## src/rtl/vx_kmu_cta_scheduler_if.sv

```systemverilog
// Kernel-launch / per-core dispatch bundle between the command processor, the
// CTA scheduler and the cores. master = scheduler side, slave = environment.
interface vx_kmu_cta_scheduler_if #(
  parameter int NUM_TARGETS = 4,
  parameter int XLEN        = 32
);
  logic                   launch_valid;
  logic                   launch_ready;
  logic [XLEN-1:0]        launch_pc;
  logic [XLEN-1:0]        launch_param;
  logic [31:0]            launch_grid_x;
  logic [31:0]            launch_grid_y;
  logic [31:0]            launch_grid_z;
  logic [NUM_TARGETS-1:0] target_ready;
  logic                   dispatch_valid;
  logic [NUM_TARGETS-1:0] dispatch_sel;
  logic [XLEN-1:0]        dispatch_pc;
  logic [XLEN-1:0]        dispatch_param;
  logic [31:0]            dispatch_cta_x;
  logic [31:0]            dispatch_cta_y;
  logic [31:0]            dispatch_cta_z;
  logic [31:0]            dispatch_cta_id;
  logic [NUM_TARGETS-1:0] cta_done;
  logic                   kernel_done;
  logic                   busy;

  modport master (
    input  launch_valid, launch_pc, launch_param,
           launch_grid_x, launch_grid_y, launch_grid_z,
           target_ready, cta_done,
    output launch_ready, dispatch_valid, dispatch_sel, dispatch_pc, dispatch_param,
           dispatch_cta_x, dispatch_cta_y, dispatch_cta_z, dispatch_cta_id,
           kernel_done, busy
  );

  modport slave (
    output launch_valid, launch_pc, launch_param,
           launch_grid_x, launch_grid_y, launch_grid_z,
           target_ready, cta_done,
    input  launch_ready, dispatch_valid, dispatch_sel, dispatch_pc, dispatch_param,
           dispatch_cta_x, dispatch_cta_y, dispatch_cta_z, dispatch_cta_id,
           kernel_done, busy
  );
endinterface

```

## src/rtl/vx_kmu_cta_scheduler.sv

```systemverilog
// Walks a 3-D grid x-fastest, issuing one CTA per cycle to a round-robin
// selected free core, then waits for all CTAs to retire before kernel_done.
module vx_kmu_cta_scheduler #(
  parameter int NUM_TARGETS = 4,
  parameter int XLEN        = 32
) (
  input logic clk,
  input logic reset,
  vx_kmu_cta_scheduler_if.master bus
);
  localparam int IW = (NUM_TARGETS > 1) ? $clog2(NUM_TARGETS) : 1;
  localparam logic [IW-1:0] LAST_IDX = IW'(NUM_TARGETS - 1);

  typedef enum logic [1:0] {IDLE, DISPATCH, DRAIN, DONE} state_t;

  state_t                 state;
  logic [XLEN-1:0]        pc;
  logic [XLEN-1:0]        param;
  logic [31:0]            grid_x, grid_y, grid_z;
  logic [31:0]            cta_x, cta_y, cta_z, cta_id;
  logic [31:0]            outstanding;
  logic [IW-1:0]          last_grant;

  logic [IW-1:0]          grant_idx;
  logic [IW-1:0]          cand_idx;
  logic                   found;
  int                     cand;
  logic [31:0]            done_cnt;
  logic [31:0]            outstanding_next;
  logic [NUM_TARGETS-1:0] sel_onehot;
  logic                   fire;
  logic                   last_cta;
  logic                   underflow;

  // Rotating priority search starting just above the previous grant.
  always_comb begin
    found     = 1'b0;
    grant_idx = '0;
    cand      = 0;
    cand_idx  = '0;
    for (int k = 0; k < NUM_TARGETS; k++) begin
      cand     = (int'(last_grant) + 1 + k) % NUM_TARGETS;
      cand_idx = IW'(cand);
      if (!found && bus.target_ready[cand_idx]) begin
        found     = 1'b1;
        grant_idx = cand_idx;
      end
    end
  end

  always_comb begin
    done_cnt = '0;
    for (int k = 0; k < NUM_TARGETS; k++) begin
      done_cnt = done_cnt + 32'(bus.cta_done[k]);
    end
  end

  assign fire             = (state == DISPATCH) && found;
  assign last_cta         = (cta_x == grid_x - 32'd1) && (cta_y == grid_y - 32'd1) &&
                            (cta_z == grid_z - 32'd1);
  assign outstanding_next = outstanding + 32'(fire) - done_cnt;
  assign underflow        = (state != IDLE) &&
                            (({1'b0, outstanding} + 33'(fire)) < {1'b0, done_cnt});

  always_comb begin
    sel_onehot = '0;
    if (fire) sel_onehot[grant_idx] = 1'b1;
  end

  assign bus.launch_ready    = (state == IDLE);
  assign bus.busy            = (state != IDLE);
  assign bus.kernel_done     = (state == DONE);
  assign bus.dispatch_valid  = fire;
  assign bus.dispatch_sel    = sel_onehot;
  assign bus.dispatch_pc     = pc;
  assign bus.dispatch_param  = param;
  assign bus.dispatch_cta_x  = cta_x;
  assign bus.dispatch_cta_y  = cta_y;
  assign bus.dispatch_cta_z  = cta_z;
  assign bus.dispatch_cta_id = cta_id;

  always_ff @(posedge clk) begin
    if (!reset) begin
      state       <= IDLE;
      pc          <= '0;
      param       <= '0;
      grid_x      <= '0;
      grid_y      <= '0;
      grid_z      <= '0;
      cta_x       <= '0;
      cta_y       <= '0;
      cta_z       <= '0;
      cta_id      <= '0;
      outstanding <= '0;
      last_grant  <= LAST_IDX;
    end else begin
      case (state)
        IDLE: begin
          if (bus.launch_valid) begin
            pc          <= bus.launch_pc;
            param       <= bus.launch_param;
            grid_x      <= bus.launch_grid_x;
            grid_y      <= bus.launch_grid_y;
            grid_z      <= bus.launch_grid_z;
            cta_x       <= '0;
            cta_y       <= '0;
            cta_z       <= '0;
            cta_id      <= '0;
            outstanding <= '0;
            if ((bus.launch_grid_x == 32'd0) || (bus.launch_grid_y == 32'd0) ||
                (bus.launch_grid_z == 32'd0))
              state <= DONE;
            else
              state <= DISPATCH;
          end
        end
        DISPATCH: begin
          outstanding <= outstanding_next;
          if (fire) begin
            if (cta_x == grid_x - 32'd1) begin
              cta_x <= '0;
              if (cta_y == grid_y - 32'd1) begin
                cta_y <= '0;
                cta_z <= cta_z + 32'd1;
              end else begin
                cta_y <= cta_y + 32'd1;
              end
            end else begin
              cta_x <= cta_x + 32'd1;
            end
            cta_id     <= cta_id + 32'd1;
            last_grant <= grant_idx;
            if (last_cta) state <= DRAIN;
          end
        end
        DRAIN: begin
          outstanding <= outstanding_next;
          if (outstanding == 32'd0) state <= DONE;
        end
        DONE: begin
          outstanding <= outstanding_next;
          state       <= IDLE;
        end
        default: state <= IDLE;
      endcase
    end
  end

  // Retiring more CTAs than were issued, or retiring while idle, is a core bug.
  assert property (@(posedge clk) disable iff (!reset) !underflow);
  assert property (@(posedge clk) disable iff (!reset) !((state == IDLE) && (|bus.cta_done)));
endmodule

```

## src/flat_wrapper.sv

```systemverilog
// flat-port wrapper written by rule: the top's interface ports become plain ports
module vx_kmu_cta_scheduler_flat 
#(
  parameter int NUM_TARGETS = 4,
  parameter int XLEN        = 32
)
  (clk, reset, bus_launch_valid, bus_launch_pc, bus_launch_param, bus_launch_grid_x, bus_launch_grid_y, bus_launch_grid_z, bus_target_ready, bus_cta_done, bus_launch_ready, bus_dispatch_valid, bus_dispatch_sel, bus_dispatch_pc, bus_dispatch_param, bus_dispatch_cta_x, bus_dispatch_cta_y, bus_dispatch_cta_z, bus_dispatch_cta_id, bus_kernel_done, bus_busy);
  vx_kmu_cta_scheduler_if #(.NUM_TARGETS(NUM_TARGETS), .XLEN(XLEN)) bus_i ();
  input logic clk;
  input logic reset;
  input wire logic [$bits(bus_i.launch_valid)-1:0] bus_launch_valid;
  input wire logic [$bits(bus_i.launch_pc)-1:0] bus_launch_pc;
  input wire logic [$bits(bus_i.launch_param)-1:0] bus_launch_param;
  input wire logic [$bits(bus_i.launch_grid_x)-1:0] bus_launch_grid_x;
  input wire logic [$bits(bus_i.launch_grid_y)-1:0] bus_launch_grid_y;
  input wire logic [$bits(bus_i.launch_grid_z)-1:0] bus_launch_grid_z;
  input wire logic [$bits(bus_i.target_ready)-1:0] bus_target_ready;
  input wire logic [$bits(bus_i.cta_done)-1:0] bus_cta_done;
  output wire logic [$bits(bus_i.launch_ready)-1:0] bus_launch_ready;
  output wire logic [$bits(bus_i.dispatch_valid)-1:0] bus_dispatch_valid;
  output wire logic [$bits(bus_i.dispatch_sel)-1:0] bus_dispatch_sel;
  output wire logic [$bits(bus_i.dispatch_pc)-1:0] bus_dispatch_pc;
  output wire logic [$bits(bus_i.dispatch_param)-1:0] bus_dispatch_param;
  output wire logic [$bits(bus_i.dispatch_cta_x)-1:0] bus_dispatch_cta_x;
  output wire logic [$bits(bus_i.dispatch_cta_y)-1:0] bus_dispatch_cta_y;
  output wire logic [$bits(bus_i.dispatch_cta_z)-1:0] bus_dispatch_cta_z;
  output wire logic [$bits(bus_i.dispatch_cta_id)-1:0] bus_dispatch_cta_id;
  output wire logic [$bits(bus_i.kernel_done)-1:0] bus_kernel_done;
  output wire logic [$bits(bus_i.busy)-1:0] bus_busy;
  assign bus_i.launch_valid = bus_launch_valid;
  assign bus_i.launch_pc = bus_launch_pc;
  assign bus_i.launch_param = bus_launch_param;
  assign bus_i.launch_grid_x = bus_launch_grid_x;
  assign bus_i.launch_grid_y = bus_launch_grid_y;
  assign bus_i.launch_grid_z = bus_launch_grid_z;
  assign bus_i.target_ready = bus_target_ready;
  assign bus_i.cta_done = bus_cta_done;
  assign bus_launch_ready = bus_i.launch_ready;
  assign bus_dispatch_valid = bus_i.dispatch_valid;
  assign bus_dispatch_sel = bus_i.dispatch_sel;
  assign bus_dispatch_pc = bus_i.dispatch_pc;
  assign bus_dispatch_param = bus_i.dispatch_param;
  assign bus_dispatch_cta_x = bus_i.dispatch_cta_x;
  assign bus_dispatch_cta_y = bus_i.dispatch_cta_y;
  assign bus_dispatch_cta_z = bus_i.dispatch_cta_z;
  assign bus_dispatch_cta_id = bus_i.dispatch_cta_id;
  assign bus_kernel_done = bus_i.kernel_done;
  assign bus_busy = bus_i.busy;
  vx_kmu_cta_scheduler #(.NUM_TARGETS(NUM_TARGETS), .XLEN(XLEN)) u_core (.clk(clk), .reset(reset), .bus(bus_i));
endmodule
```

## config.mk

```make
export PLATFORM = sky130hd
export DESIGN_NAME = vx_kmu_cta_scheduler_flat
export DESIGN_NICKNAME = d
export VERILOG_FILES = /design/src/rtl/vx_kmu_cta_scheduler_if.sv /design/src/rtl/vx_kmu_cta_scheduler.sv /design/src/flat_wrapper.sv
export SDC_FILE = /design/constraint.sdc
export NUM_CORES = 1
export LEC_CHECK = 0
export ABC_AREA = 1
export BUFFER_PORTS_ARGS = -buffer_cell sky130_fd_sc_hd__buf_4
export CORE_MARGIN = 5
export CORE_UTILIZATION = 45
export CTS_CLUSTER_DIAMETER = 40
export DETAILED_ROUTE_END_ITERATION = 10
export MAX_ROUTING_LAYER = met4
export PLACE_DENSITY_LB_ADDON = 0.2
export SLEW_MARGIN = 40
export SYNTH_ARGS = -nofsm -noshare
export SYNTH_HDL_FRONTEND = slang
export SYNTH_SLANG_ARGS = --single-unit
```

## constraint.sdc

```tcl
create_clock -name clk -period 5.9 [get_ports clk]
set_input_delay 0.295 -clock clk [delete_from_list [all_inputs] [get_ports clk]]
set_output_delay 0.295 -clock clk [all_outputs]
set_load 0.05 [all_outputs]
```

==> reports/results.ini, run 1 <==
[logic_synthesis]
netlist_instances = 3200
ys.flop_type = dfxtp_1
synth_top_area_cell = dfxtp_1
synthXorXnorAreaFrac = 0.0847
ys_types = 51
yosysTopAreaCellShare = 0.316
ys_seq_area_frac = 0.316
synthAdderAreaFrac = 0.0405
synth.area.top_cells = dfxtp_1, nor2_1, nand2_1
ys_warn_count = 0
synth_mux_area_frac = 0
synth-simple-area-share = 0.353
synthesis.area_mm2 = 0.0205
syn_nets = 3435
synth_top_family_by_area = simple AND/OR/NAND/NOR gates
syn_avg_cell_area_um2 = 6.41
async_reset_ff_frac = 0
synth_edf_count = 0
ys_ff_latch = 324
synth_compound_area_frac = 0.118

[routing]
first_pass_iters = 6
vias_per_cell = 5.12
vias = 22200
drc_errors = 0
wirelength_mm = 68.3
wl_per_cell_um = 15.7
drtIter0Drc = 1802
ant_nets = 0

[placed_design]
numPortBuffers = 370
gp_congestion = 0.972
hpwl_mm = 49.6

[setup_path]
path_class = reg2reg
path_max_fanout = 12
required_ns = 6.34
end_kind = flop
start_kind = flop
cp.arrival_ns = 4.64

[grt]
antenna_found_initial = 7
gr-total-overflow = 0
grt_pass1_vias = 21000
grt_util_all_layers = 0.269
grt_pass1_wl_mm = 109
grt_max_degree = 111

[floorplan]
coreArea_mm2 = 0.0452
start_util = 0.454
ios = 371
die_w_um = 223
die_area_mm2 = 0.0499
rows = 78
fp.dieH_um = 223

[job]
maxCapViolCount = 0

[finish]
nets = 3919
synthToLayoutAreaGrowth_pct = 33.5
final_core_util = 0.606
drive_gt1_frac = 0.148

[clock_tree]
ctsResizeCount = 0
cts_tree = built
cts_made_buffers = 61
clk_latency_ns = 0.62
cts_setup_buffers = 0
clkSinkCount = 324
clkSlewWorstSetupHoldPaths_ns = 0.06
cts_max_level = 2
clock_path_buffers = 3
ctsHoldBuffers = 146
cts_root_buffer = clkbuf_16

[sta]
finalHoldViolCount = 0
setup_viol = 0
tightest_slew_ns = 0.773
rsz0062_at_grt = false
fin_crit_ns = 4.20
clock_skew_ns = 0.0288
tns_ns = 0
report.final.slew_viol_count = 0
max_freq_ghz = 0.238
slew_headroom = 0.484
min_period_over_period = 0.712

[pwr]
pwr_density_cell_mw_per_mm2 = 490
power.switching_mw = 6.19
p_leak_nw = 11.8
comb_power_share = 0.493
intPower_mw = 7.23
p_seq_frac = 0.223
ir_drop_mv = 0.358
netSwitchingFraction = 0.461
clkPwrFrac = 0.283

[outcome]
outcome = completed

[min_path]
min_path_type = in2reg

==> stage by stage <==
| step | cells | worst slack (ns) | power (mW) | cell area, um^2 | hold WS, ns |
|---|---|---|---|---|---|
| 3_3_place_gp | 4075 | 1.77 | 9.45 | 23600 | 0.456 |
| 5_1_grt | 4342 | 1.17 | 14.4 | 27400 | 0.0282 |
| 2_1_floorplan | 3200 | 2.08 | 7.97 | 20500 | 0.445 |
| 4_1_cts | 4335 | 1.78 | 13.4 | 27400 | 0.00523 |
| 3_5_place_dp | 4075 | 1.71 | 9.49 | 23600 | 0.461 |
| 6_report | 4342 | 1.70 | 13.4 | 27400 | 0.0330 |
==> power by group through the flow <==
stage	Clock (mW)	Combinational (mW)	Sequential (mW)
after floorplan	0	4.59	3.38
after global placement	0	6.43	3.02
after detailed placement	0	6.46	3.03
after CTS	3.86	6.58	2.99
after global routing	3.96	7.43	3.06
final	3.80	6.62	3.00
==> flip-flops by register name (all words and copies together), names as in the netlist <==
| name | cells |
|---|---|
| u_core.bus.dispatch_cta_id | 32 |
| u_core.bus.dispatch_cta_x | 32 |
| u_core.state | 2 |
| u_core.last_grant | 2 |
| u_core.bus.dispatch_cta_z | 32 |
| u_core.grid_z | 32 |
| u_core.bus.dispatch_param | 32 |
| u_core.bus.dispatch_pc | 32 |
| u_core.outstanding | 32 |
| u_core.bus.dispatch_cta_y | 32 |
| u_core.grid_y | 32 |
| u_core.grid_x | 32 |
==> cells in the mapped netlist (3+ instances only) <==
master    number
buf_1          6
a31oi_1        4
nor2_4         3
o22ai_1        3
o211ai_1       4
inv_2          4
buf_6          8
o21bai_1      12
buf_4          6
xor2_1       135
nand2_1      633
or2_2         11
nor3_1        83
nor4_1        46
o21ai_0      232
fa_1           4
nand2_2        6
o21a_1         8
ha_1          60
clkbuf_1      76
nor2_2        17
inv_1        336
xnor2_1       58
a211oi_1       3
o21ai_1        5
nand3_1      122
nand4_1       69
buf_2         12
a21oi_1      180
dfxtp_1      324
nand3_2        3
nor3_2         4
nor2_1       682
and2_1         3
nand3b_1      14
==> layer usage <==
layer | up-vias | GRT usage | routed length [um]
li1 | 11300 | - | -
met2 | 704 | 0.416 | 30400
met5 | - | - | 0
met1 | 10100 | 0.354 | 30800
met4 | 0 | 0.0953 | 2330
met3 | 164 | 0.0499 | 4870
==> layout make-up <==
type                            instances  area [um^2]
Multi-Input combinational cell       2426        12200
Tap cell                              600          751
Inverter                              342         1290
Antenna cell                            7         17.5
Sequential cell                       324         6490
Clock buffer                           72         1670
Clock inverter                         42          579
Fill cell                            4274        17800
Timing Repair Buffer                  529         4340
==> cell families (layout without fill, tap and decap cells) <==
kind of cell	Yosys count	count (layout)
buffers and inverters	450	985
XOR/XNOR	195	195
adder cells (fa/ha/maj)	64	64
AO/OA/AOI/OAI	460	460
other	0	7
AND/OR/NAND/NOR	1707	1707
flip-flops	324	324
==> worst max-delay path: stages (launching register included) <==
cell	delay (ns)
dfxtp_1	0.56
nand2_1	0.11
o21ai_0	0.13
inv_1	0.11
nand2_1	0.12
nand2_1	0.06
nor2_1	0.15
nand2_1	0.12
nor2_2	0.14
inv_1	0.07
nand2_1	0.12
inv_1	0.12
ha_1	0.22
ha_1	0.19
inv_1	0.07
fa_1	0.16
inv_1	0.06
nand3_1	0.08
nand2_1	0.08
a21oi_1	0.30
o21bai_1	0.17
a21oi_1	0.28
o21ai_0	0.18
or2_2	0.30
nand3_1	0.07
a21oi_1	0.06
==> layout by cell type (no fill, tap or decap), types with 58 or more instances in the layout <==
cell type,n
a21oi_1,180
buf_4,382
clkbuf_16,63
dfxtp_1,324
dlygate4sd3_1,146
ha_1,60
inv_1,336
nand2_1,632
nand3_1,122
nand4_1,69
nor2_1,681
nor3_1,83
o21ai_0,232
xnor2_1,58
xor2_1,135
==> final timing paths <==
kind                                              from                endpoint  slack, ns  cells after the start
worst min register to register  u_core.outstanding[31]  u_core.outstanding[31]       0.47                      2
worst min-delay path             bus_launch_grid_y[15]       u_core.grid_y[15]       0.03                      3
worst max register to register    u_core.last_grant[0]  u_core.outstanding[21]       1.70                     25
worst max-delay path              u_core.last_grant[0]  u_core.outstanding[21]       1.70                     25
Power figures use the tool's default switching activity.
==> inputs of run 2 (changes only) <==
clock period = 4 ns   (was 5.9 ns; I/O delays follow)
==> run 2 against run 1 <==
Effect of this change: sequential cell count unchanged; sequential power increased by 48%; hold slack worse by 0.017 ns; via count hardly changed; cell count grew 0.44%; clock skew shrank 0.0053 ns; core utilization increased by 0.061 points; maximum frequency grew 14%; largest power group unchanged.
==> reports/results.ini, run 2 (synthesis results as in run 1) <==
[outcome]
outcome = completed

[routing]
ant_nets = 0  ; unchanged
drtIter0Drc = 1737  ; -3.6%
drc_errors = 0  ; unchanged
wl_per_cell_um = 15.7  ; -0.54%
first_pass_iters = 5  ; -1
vias_per_cell = 5.09  ; -0.46%
vias = 22200  ; -0.027%
wirelength_mm = 68.3  ; -0.10%

[sta]
max_freq_ghz = 0.270  ; +14%
report.final.slew_viol_count = 0  ; unchanged
fin_crit_ns = 3.70  ; -0.501 ns
finalHoldViolCount = 0  ; unchanged
tns_ns = 0  ; unchanged
slew_headroom = 0.569  ; +0.0847
rsz0062_at_grt = false
min_period_over_period = 0.924  ; +0.213
setup_viol = 0  ; unchanged
clock_skew_ns = 0.0235  ; -0.00527 ns
fin_hold_ws_ns = 0.0156  ; -0.0174 ns
postLayoutSetupSlackWorst_ns = 0.302  ; -1.40 ns
tightest_slew_ns = 0.641  ; -0.132 ns

[floorplan]
die_w_um = 223  ; unchanged
die_area_mm2 = 0.0499  ; unchanged
fp.dieH_um = 223  ; unchanged
rows = 78  ; unchanged
ios = 371  ; unchanged
start_util = 0.454  ; unchanged
coreArea_mm2 = 0.0452  ; unchanged

[clock_tree]
clock_path_buffers = 3  ; unchanged
cts_setup_buffers = 0  ; unchanged
clkSinkCount = 324  ; unchanged
cts_tree = built
cts_max_level = 2  ; unchanged
cts_root_buffer = clkbuf_16
clk_latency_ns = 0.61  ; about the same
clkSlewWorstSetupHoldPaths_ns = 0.05  ; about the same
cts_made_buffers = 58  ; -4.9%

[setup_path]
required_ns = 4.46  ; -1.88 ns
end_kind = flop
path_class = reg2reg
start_kind = flop
cp.arrival_ns = 4.16  ; -0.48 ns
path_max_fanout = 9  ; -3

[pwr]
ir_drop_mv = 0.437  ; +22%
pwr_density_cell_mw_per_mm2 = 713  ; +45%
p_leak_nw = 11.9  ; +0.17%

[placed_design]
dpl.cell_count = 4084  ; +0.22%
gp_congestion = 0.952  ; -2.1%
pre_cts_ws_ns = -0.0272  ; -1.73 ns
numPortBuffers = 370  ; unchanged
hpwl_mm = 50.2  ; +1.1%

[grt]
gr-total-overflow = 0  ; unchanged
antenna_found_initial = 11  ; +4
grt_max_degree = 121  ; +9.0%
grt_util_all_layers = 0.269  ; +0.000469
grt_pass1_wl_mm = 109  ; -0.33%
grt_pass1_vias = 20800  ; -0.86%

[finish]
nets = 3936  ; +0.43%
fin_cells = 4361  ; +0.44%
final_core_util = 0.606  ; +0.000610
synthToLayoutAreaGrowth_pct = 33.6
layout_common_cells = nor2_1, nand2_1, buf_4, inv_1, dfxtp_1
drive_gt1_frac = 0.151  ; +0.00261
layout_commonest_cell = nor2_1

[min_path]
min_path_type = in2reg

[job]
maxCapViolCount = 0  ; unchanged

## run 2: layout make-up
class	instances	area, um^2
fill	4275	17800
clock inverter	41	439
antenna	11	27.5
multi-input combinational	2426	12300
clock buffer	68	1590
tap	600	751
timing repair buffer	549	4550
sequential	324	6490
inverter	342	1290
## run 2: final timing paths
kind                          start                   endpoint  slack (ns)  depth (start not counted)
max reg2reg    u_core.last_grant[0]     u_core.outstanding[21]        0.30                         26
min                bus_launch_pc[0]  u_core.bus.dispatch_pc[0]        0.02                          3
min reg2reg  u_core.outstanding[31]     u_core.outstanding[31]        0.46                          2
max            u_core.last_grant[0]     u_core.outstanding[21]        0.30                         26
## run 2: what timing repair did
action / in CTS / in global routing
setup endpoints to repair: 1 / 11
hold endpoints to repair: 157 / 0
resized for setup: 1 / 9
hold buffers: 157 / 0
## run 2: report_power, final
group / internal (mW) / switching [mW] / leakage, nW / total [mW]
Sequential: 3.84 / 0.582 / 2.65 / 4.43
Clock: 3.16 / 1.91 / 0.988 / 5.07
Combinational: 3.30 / 6.73 / 8.22 / 10.0
Total: 10.3 / 9.22 / 11.9 / 19.5
## run 2: worst max-delay path: stages (launching register included)
cell and delay (ns):
dfxtp_2 0.37, buf_4 0.16, nor2_1 0.12, a21oi_1 0.08, nand2_1 0.09, nand2_1 0.06
nor2_1 0.14, nand2_1 0.12, nor2_2 0.13, inv_1 0.07, nand2_1 0.12, inv_2 0.08
ha_1 0.20, ha_1 0.19, inv_1 0.07, fa_1 0.15, inv_1 0.06, nand3_1 0.08
nand2_1 0.11, a21oi_4 0.18, o21bai_1 0.11, a21oi_2 0.22, o21ai_1 0.12, buf_4 0.15
or2_2 0.26, nand3_1 0.07, a21oi_1 0.06
## run 2: per-stage QoR
step	cell area, um^2	power [mW]
after global placement	23700	14.1
after CTS	27300	19.5
final	27400	19.5
after detailed placement	23700	14.2
after floorplan	20500	11.8
after global routing	27400	21.1
## run 2: routing by layer
layer  track usage  vias to the layer above  wire [um]
li1              -                    11300          -
met1         0.352                    10000      30600
met2         0.420                      703      30900
met3        0.0488                      160       4480
met4        0.0966                        0       2330
met5             -                        -          0
